[config.mk]
export PLATFORM = sky130hd
export DESIGN_NAME = uart_link
export DESIGN_NICKNAME = d
export VERILOG_FILES = /design/src/rtl/uart_pkg.sv /design/src/rtl/uart_rx_path.sv /design/src/rtl/uart_link.sv
export SDC_FILE = /design/constraint.sdc
export NUM_CORES = 1
export LEC_CHECK = 0
export BUFFER_PORTS_ARGS = -buffer_cell sky130_fd_sc_hd__buf_2
export CAP_MARGIN = 20
export CORE_AREA = 10 10 85 102
export DETAILED_ROUTE_END_ITERATION = 6
export DIE_AREA = 0 0 95 112
export PLACE_DENSITY = 0.66
export SLEW_MARGIN = 20
export SYNTH_ARGS = -nofsm -noshare
export SYNTH_HDL_FRONTEND = slang
export SYNTH_HIERARCHICAL = 1
export SYNTH_SLANG_ARGS = --single-unit
[constraint.sdc]
create_clock -name clk -period 2.2 [get_ports clk]
set_input_delay 0.44 -clock clk [delete_from_list [all_inputs] [get_ports clk]]
set_output_delay 0.44 -clock clk [all_outputs]
set_load 0.02 [all_outputs]
[src/rtl/uart_pkg.sv]
// uart_pkg: shared constants and state types for the uart_link block.
//   BAUD_CYCLES_DEFAULT - clock cycles per bit at 50 MHz / 19200 baud
//   FRAME_BITS          - 8N1 frame length in bit periods (start + 8 data + stop)
//   tx_state_t, rx_state_t - transmit / receive FSM states
package uart_pkg;

    localparam int unsigned BAUD_CYCLES_DEFAULT = 2604;
    localparam int unsigned FRAME_BITS = 10;

    typedef enum logic {TX_IDLE, TX_XMIT} tx_state_t;
    typedef enum logic {RX_IDLE, RX_RECV} rx_state_t;

endpackage

[src/rtl/uart_rx_path.sv]
// uart_rx_path: 8N1 receive path. Synchronizes RX, detects the start bit, samples
// each bit at mid-period and presents the byte with a sticky ready flag.
//   clk, rst_n - clock, asynchronous active-low reset
//   RX         - asynchronous serial input, idle high
//   clr_rdy    - clears rdy (a simultaneous set wins)
//   rx_data    - last received byte
//   rdy        - byte available
module uart_rx_path
    import uart_pkg::*;
#(
    parameter int unsigned BAUD_CYCLES = BAUD_CYCLES_DEFAULT
) (
    input  logic       clk,
    input  logic       rst_n,
    input  logic       RX,
    input  logic       clr_rdy,
    output logic [7:0] rx_data,
    output logic       rdy
);

    localparam int unsigned CW = $clog2(BAUD_CYCLES);
    localparam logic [CW-1:0] BAUD_LAST = CW'(BAUD_CYCLES - 1);
    localparam logic [CW-1:0] HALF_LAST = CW'(BAUD_CYCLES / 2 - 1);
    localparam logic [CW-1:0] CNT_ONE   = CW'(1);
    localparam logic [3:0]    BIT_LAST  = 4'(FRAME_BITS - 1);

    rx_state_t       rx_state_q;
    logic            rx_meta_q;
    logic            rx_sync_q;
    logic [CW-1:0]   rx_baud_q;
    logic [3:0]      rx_bit_q;
    logic [7:0]      rx_shift_q;
    logic [7:0]      rx_data_q;
    logic            rdy_q;

    // Two-flop synchronizer, preset high so reset never looks like a start bit.
    always_ff @(posedge clk or negedge rst_n) begin
        if (!rst_n) begin
            rx_meta_q <= 1'b1;
            rx_sync_q <= 1'b1;
        end else begin
            rx_meta_q <= RX;
            rx_sync_q <= rx_meta_q;
        end
    end

    // Baud counter counts down; a sample is taken when it reaches zero.
    always_ff @(posedge clk or negedge rst_n) begin
        if (!rst_n) begin
            rx_state_q <= RX_IDLE;
            rx_baud_q  <= '0;
            rx_bit_q   <= '0;
            rx_shift_q <= '0;
            rx_data_q  <= '0;
            rdy_q      <= 1'b0;
        end else begin
            if (clr_rdy) begin
                rdy_q <= 1'b0;
            end
            case (rx_state_q)
                RX_IDLE: begin
                    if (!rx_sync_q) begin
                        rx_state_q <= RX_RECV;
                        rdy_q      <= 1'b0;
                        rx_baud_q  <= HALF_LAST;
                        rx_bit_q   <= '0;
                    end
                end
                RX_RECV: begin
                    if (rx_baud_q == '0) begin
                        rx_baud_q <= BAUD_LAST;
                        if (rx_bit_q == BIT_LAST) begin
                            // Stop sample: start bit has already fallen out of the
                            // shifter, which now holds exactly the data byte.
                            rx_data_q  <= rx_shift_q;
                            rdy_q      <= 1'b1;
                            rx_state_q <= RX_IDLE;
                        end else begin
                            rx_shift_q <= {rx_sync_q, rx_shift_q[7:1]};
                            rx_bit_q   <= rx_bit_q + 4'd1;
                        end
                    end else begin
                        rx_baud_q <= rx_baud_q - CNT_ONE;
                    end
                end
                default: rx_state_q <= RX_IDLE;
            endcase
        end
    end

    assign rx_data = rx_data_q;
    assign rdy     = rdy_q;

endmodule

[src/rtl/uart_link.sv]
// uart_link: full-duplex 8N1 UART. Transmit path is inline; receive path lives
// in uart_rx_path. No internal loopback.
//   clk, rst_n - clock, asynchronous active-low reset
//   trmt       - one-cycle pulse: start sending tx_data (ignored while busy)
//   tx_data    - byte to send, sampled on the accepted trmt cycle
//   TX         - serial output, idle high
//   tx_done    - frame sent; held until the next accepted trmt
//   RX         - serial input, idle high
//   clr_rdy    - clears rdy
//   rx_data    - last received byte
//   rdy        - byte available
module uart_link
    import uart_pkg::*;
#(
    parameter int unsigned BAUD_CYCLES = BAUD_CYCLES_DEFAULT
) (
    input  logic       clk,
    input  logic       rst_n,
    input  logic       trmt,
    input  logic [7:0] tx_data,
    output logic       TX,
    output logic       tx_done,
    input  logic       RX,
    input  logic       clr_rdy,
    output logic [7:0] rx_data,
    output logic       rdy
);

    localparam int unsigned CW = $clog2(BAUD_CYCLES);
    localparam logic [CW-1:0] BAUD_LAST = CW'(BAUD_CYCLES - 1);
    localparam logic [CW-1:0] CNT_ONE   = CW'(1);
    localparam logic [3:0]    BIT_LAST  = 4'(FRAME_BITS - 1);

    tx_state_t       tx_state_q;
    logic [9:0]      tx_shift_q;
    logic [CW-1:0]   tx_baud_q;
    logic [3:0]      tx_bit_q;
    logic            tx_done_q;

    // Shifter resets to all ones so TX idles high, including asynchronously on reset.
    always_ff @(posedge clk or negedge rst_n) begin
        if (!rst_n) begin
            tx_state_q <= TX_IDLE;
            tx_shift_q <= '1;
            tx_baud_q  <= '0;
            tx_bit_q   <= '0;
            tx_done_q  <= 1'b0;
        end else begin
            case (tx_state_q)
                TX_IDLE: begin
                    if (trmt) begin
                        tx_shift_q <= {1'b1, tx_data, 1'b0};
                        tx_done_q  <= 1'b0;
                        tx_baud_q  <= '0;
                        tx_bit_q   <= '0;
                        tx_state_q <= TX_XMIT;
                    end
                end
                TX_XMIT: begin
                    if (tx_baud_q == BAUD_LAST) begin
                        tx_baud_q  <= '0;
                        tx_shift_q <= {1'b1, tx_shift_q[9:1]};
                        if (tx_bit_q == BIT_LAST) begin
                            tx_bit_q   <= '0;
                            tx_done_q  <= 1'b1;
                            tx_state_q <= TX_IDLE;
                        end else begin
                            tx_bit_q <= tx_bit_q + 4'd1;
                        end
                    end else begin
                        tx_baud_q <= tx_baud_q + CNT_ONE;
                    end
                end
                default: tx_state_q <= TX_IDLE;
            endcase
        end
    end

    assign TX      = tx_shift_q[0];
    assign tx_done = tx_done_q;

    uart_rx_path #(
        .BAUD_CYCLES(BAUD_CYCLES)
    ) u_rx_path (
        .clk     (clk),
        .rst_n   (rst_n),
        .RX      (RX),
        .clr_rdy (clr_rdy),
        .rx_data (rx_data),
        .rdy     (rdy)
    );

endmodule

Word level (Yosys, flattened, before mapping):

Index checks and enable logic that the tools add are counted.

* output and inout bits: 11
* logic and storage cells: 69
* register bits after elaboration: 64
* bits of input ports: 13

* mux-type cells: 34
* add/subtract/negate cells: 4
* reduce and logical (&&, ||, !) cells: 6
* equality and inequality tests: 9
* bitwise operators: 3

Operators by type and width (number)
* 12-bit two-way mux: 4
* 12-bit case mux with 2 select lines: 2
* 4-bit two-way mux: 6
* 10-bit two-way mux: 2
* 10-bit case mux with 2 select lines: 1
* 4-bit case mux with 2 select lines: 2
* 1-bit two-way mux: 13
* 12-bit by 1-bit adder with 12-bit output, second input constant: 1
* 12-bit equality test, second input constant: 1
* 12-bit logical NOT: 1
* 3-bit AND reduction: 4
* 12-bit by 1-bit subtractor with 12-bit output, second input constant: 1
* 4-bit by 1-bit adder with 4-bit output, second input constant: 2
* 4-bit equality test, second input constant: 2
* 2-bit != test, second input constant: 4
* 1-bit case mux with 2 select lines: 4
* 2-bit by 1-bit != test with 1-bit output, second input constant: 2
* 1-bit NOT: 3
* 2-bit AND reduction: 1

Logic depth before layout (Yosys ltp):

* depth in word-level cells: 4
* gate-level depth with buffers: 6
* depth with buffers taken out: 6

Modules after synthesis:

Netlist, hierarchy kept.

Modules (own cells, without submodules)
* uart_rx_path: seq. area each 903.4 µm², times used 1, area an instance 1710.4 µm², cells each 146
* uart_link: seq. area each 686.9 µm², times used 1, area an instance 1526.5 µm², cells each 162

Worst setup path after synthesis:

Ideal clock, no wire load.

* kind: register to register
* start: reg u_rx_path.rx_baud_q[7]
* end: reg u_rx_path.rx_data_q[0], in the netlist u_rx_path/rx_data[0]
* buffers on the path: 0
* path slack: 0.341 ns
* clock period less this slack: 1.859 ns
* required time: 2.075 ns
* arrival time: 1.734 ns
* stages on the path, launching flop included: 5
* setup time: 0.125 ns
* cell sequence: dfrtp_1 -> nor4_4 -> nand4_4 -> nor3_4 -> mux2_2

* longest elaborated chain between the ends: 2

Ends and longest elaborated chain
* from (decl): line uart_rx_path.sv:30 `logic [CW-1:0] rx_baud_q;`
* from (signal assigned): line uart_rx_path.sv:83 `rx_baud_q <= rx_baud_q - CNT_ONE;`
* 12-bit logical NOT: line uart_rx_path.sv:70 `if (rx_baud_q == '0) begin`
* 3-bit AND reduction (no source line)
* to (signal assigned): line uart_rx_path.sv:75 `rx_data_q <= rx_shift_q;`
* to (decl): line uart_rx_path.sv:33 `logic [7:0] rx_data_q;`

Every way passes these cells.
A chain may end at the register's enable or synchronous reset.

Worst setup path after layout:

* start: reg u_rx_path.rx_baud_q[8]
* end: reg u_rx_path.rx_data_q[7], in the netlist u_rx_path/rx_data[7]

Same word-level chain as after synthesis.

==> flow_summary_export.csv <==
group,metric,value,unit
sta,fmax,0.5004,GHz
layout,num_antenna_cells,0,
drt,drt-total-wl,6649,µm
grt,use_met2,0.2115,
cts,cts_tree,"done",
floorplanning,start_util,0.4839,
worst_setup_path,startpoint_type,"flip-flop",
layout,drive_gt1_frac,0.2725,
sta,finalWorstSetupSlack,201.8,ps
synth,synth.net_count,328,
placed_design,dp_cells,415,
sta,fin_crit_sh,0.9083,
layout,fin_nets,360,
floorplanning,die_w,95,µm
drt,route.detailed.drc,0,
sta,rsz0062_at_grt,"no",
sta,maxSlewViolCount,0,
synth,syn-instance-count,308,
worst_setup_path,worstPathCellList,"nor4_4, nand4_4, nor3_4, buf_12, mux2_1",
placed_design,hpwlAfterDp,4555,µm
synth,ys_seq_area_frac,0.4913,
placed_design,io_buffer_count,23,
grt,use_met1,0.1644,
outcome,status,"finished clean",
cts,cts_buffer_depth,2,
synth,async_flop_share,1.000,
grt,grt_pass1_vias,2405,
grt,grt_busiest_layer,"met2",
sta,finalHoldViolCount,0,
power,total_power,0.002503,W
floorplanning,io_pins,24,
synth,synth_xor_xnor_area_share,0.01624,
run,max_cap_viol_count,0,
grt,met3_usage,0.03091,
synth,synth_simple_gate_area_frac,0.2118,
cts,cts-root-buf,"clkbuf_8",
sta,setup_violations,0,
cts,cts_buffers,9,
floorplanning,core,6689,µm²
sta,min_period,1998,ps
worst_setup_path,slowest_delay,450,ps
layout,layout.cells.non_filler,432,
min_path,hp-class,"input port to async pin",
synth,synth_compound_gate_area_share,0.1434,
layout,fillCellCount,606,
drt,routedWlPerCell,15.39,µm
sta,tns,0,ps
drt,ant_nets,0,
layout,layout.cells.most_common,"dfrtp_1",
grt,gr-total-overflow,0,
grt,grt_usage,0.1325,
placed_design,place_ws,130.1,ps
grt,antenna_found_initial,0,
placed_design,gp_congestion,0.8472,
sta,slew_headroom,0.6116,
cts,ctsHoldBuffers,0,
worst_setup_path,critPathSlowestCell,"dfrtp_1",
worst_setup_path,r2r_cells,5,
sta,finClkSkew,11.58,ps
layout,syn_to_final_growth,16.16,%
sta,fin_hold_ws,79.68,ps
synth,synth_mux_area_frac,0.07731,
floorplanning,die_h,112,µm
synth,synth_top_family_by_area,"simple AND/OR/NAND/NOR gates",
synth,syn-cell-area,3237,µm²
floorplanning,rows,33,
layout,final_cell_mix,"52 x dfrtp_1, 33 x nand2_1, 23 x buf_2",
grt,grt_pass1_wl,11470,µm
grt,grt_max_degree,64,
floorplanning,dieArea,10640,µm²
synth,synth-seq-cells,63,
cts,htree_levels,3,
worst_setup_path,path_max_fanout,10,
sta,max_slew.worst_pin.slew,581.5,ps
synth,synthAdderAreaFrac,0.02706,
power,p_per_area,665.6,nW/µm²
cts,clock_latency,350,ps
synth,syn_avg_cell_area,10.51,µm²
worst_setup_path,crit_path_end_kind,"flip-flop",
cts,cts.sinks,63,
drt,route.vias.total,2417,
worst_setup_path,required,2430,ps
drt,dr.pass1.iters,4,
synth,yosys_warnings,6,
worst_setup_path,worstSetupPathType,"flip-flop to flip-flop",
synth,synthFlopType,"dfrtp_1",
worst_setup_path,cp.arrival,2230,ps
drt,first_iter_violations,107,
synth,synth-edff-count,0,
synth,synth_cell_types,58,
power,max-vdd-ir-drop,0.4205,mV
cts,clk_pin_slew,80,ps
power,p_leak,1.665,nW
drt,vias_per_cell,5.595,
## cell usage after synthesis (3+ instances only)
cell	n	area [µm²]
o21ai_0	13	65.06
ha_1	7	87.58
dfrtp_1	52	1301
dfstp_2	11	289.0
clkbuf_1	9	33.78
o31ai_1	5	37.54
nand3_1	13	65.06
nor2b_1	3	18.77
a211oi_1	6	45.04
a31o_2	4	35.03
mux2i_1	7	70.07
and3_1	3	18.77
xnor2_1	5	43.79
nor2_1	15	56.30
nand4_1	8	50.05
a31oi_1	10	62.56
o211ai_1	3	22.52
mux2_2	14	157.7
nor3_1	7	35.03
a21oi_1	13	65.06
inv_1	14	52.55
and2_1	5	31.28
nand2_1	33	123.9
or3_1	4	25.02
o22ai_1	4	25.02
## stage by stage
step | area [µm²] | utilization
3_3_place_gp | 3491 | 0.5219
4_1_cts | 3740 | 0.5591
2_1_floorplan | 3237 | -
5_1_grt | 3760 | 0.5621
3_5_place_dp | 3491 | 0.5219
6_report | 3760 | 0.5621
## final timing paths
kind	start	endpoint	slack [ps]
max in group asynchronous	rst_n	tx_shift_q[7]	1790
min in group clk	RX	u_rx_path/rx_meta_q	180
setup / recovery	u_rx_path/rx_baud_q[8]	u_rx_path/rx_data[7]	200
setup reg to reg	u_rx_path/rx_baud_q[8]	u_rx_path/rx_data[7]	200
hold reg to reg	u_rx_path/rx_meta_q	u_rx_path/rx_sync_q	360
hold / removal	rst_n	u_rx_path/rx_baud_q[2]	80
## layer usage
metal | vias up | part of all wire
met4 | 0 | 0.016
met1 | 1162 | 0.45
li1 | 1202 | -
met5 | - | 0
met3 | 8 | 0.046
met2 | 45 | 0.49
## layout make-up
cell class                 count  area (µm²)  area share
clock inverter                 7       125.1     0.03328
timing repair buffer          33       215.2     0.05724
sequential                    63        1590      0.4230
clock buffer                   9       123.9     0.03295
tap                           87       108.9     0.02895
multi-input combinational    218        1540      0.4097
inverter                      15       56.30     0.01498
## kinds of logic (layout without fill, tap and decap cells)
logic type | after synthesis | in the layout
muxes | 23 | 23
xor gates and xnor gates | 6 | 6
AOI/OAI and AO/OA | 69 | 69
DFF | 63 | 63
buffers and inverters | 27 | 64
adders and majority gates | 7 | 7
and+or+nand+nor | 113 | 113
## state kept, by name (all words and copies together), names as in the netlist
register / flops
u_rx_path/rx_baud_q: 12
u_rx_path/rx_bit_q: 4
tx_done: 1
u_rx_path/rx_state_q: 1
tx_shift_q: 9
u_rx_path/rx_shift_q: 8
u_rx_path/rdy: 1
tx_bit_q: 4
tx_state_q: 1
u_rx_path/rx_meta_q: 1
tx_baud_q: 12
u_rx_path/rx_sync_q: 1
u_rx_path/rx_data: 8
## power breakdown
| group | switching (W) | internal (W) | leakage, nW | total, W |
|---|---|---|---|---|
| combinational | 0.0000365 | 0.0000185 | 0.807 | 0.0000550 |
| clock | 0.000502 | 0.000768 | 0.125 | 0.00127 |
| sequential | 0.00000670 | 0.00117 | 0.733 | 0.00118 |
| total | 0.000545 | 0.00196 | 1.67 | 0.00250 |
## worst max-delay path: cells and delay by family (launching register included)
family | cells | cell delay, ps
muxes | 1 | 330
DFF | 1 | 450
buffers and inverters | 1 | 150
and+or+nand+nor | 3 | 940
## timing repair
item,4_1_cts,5_1_grt
buffers inserted,0,1
gates resized for setup,0,0
endpoints found under the setup margin,0,4
Power figures use the tool's default switching activity.
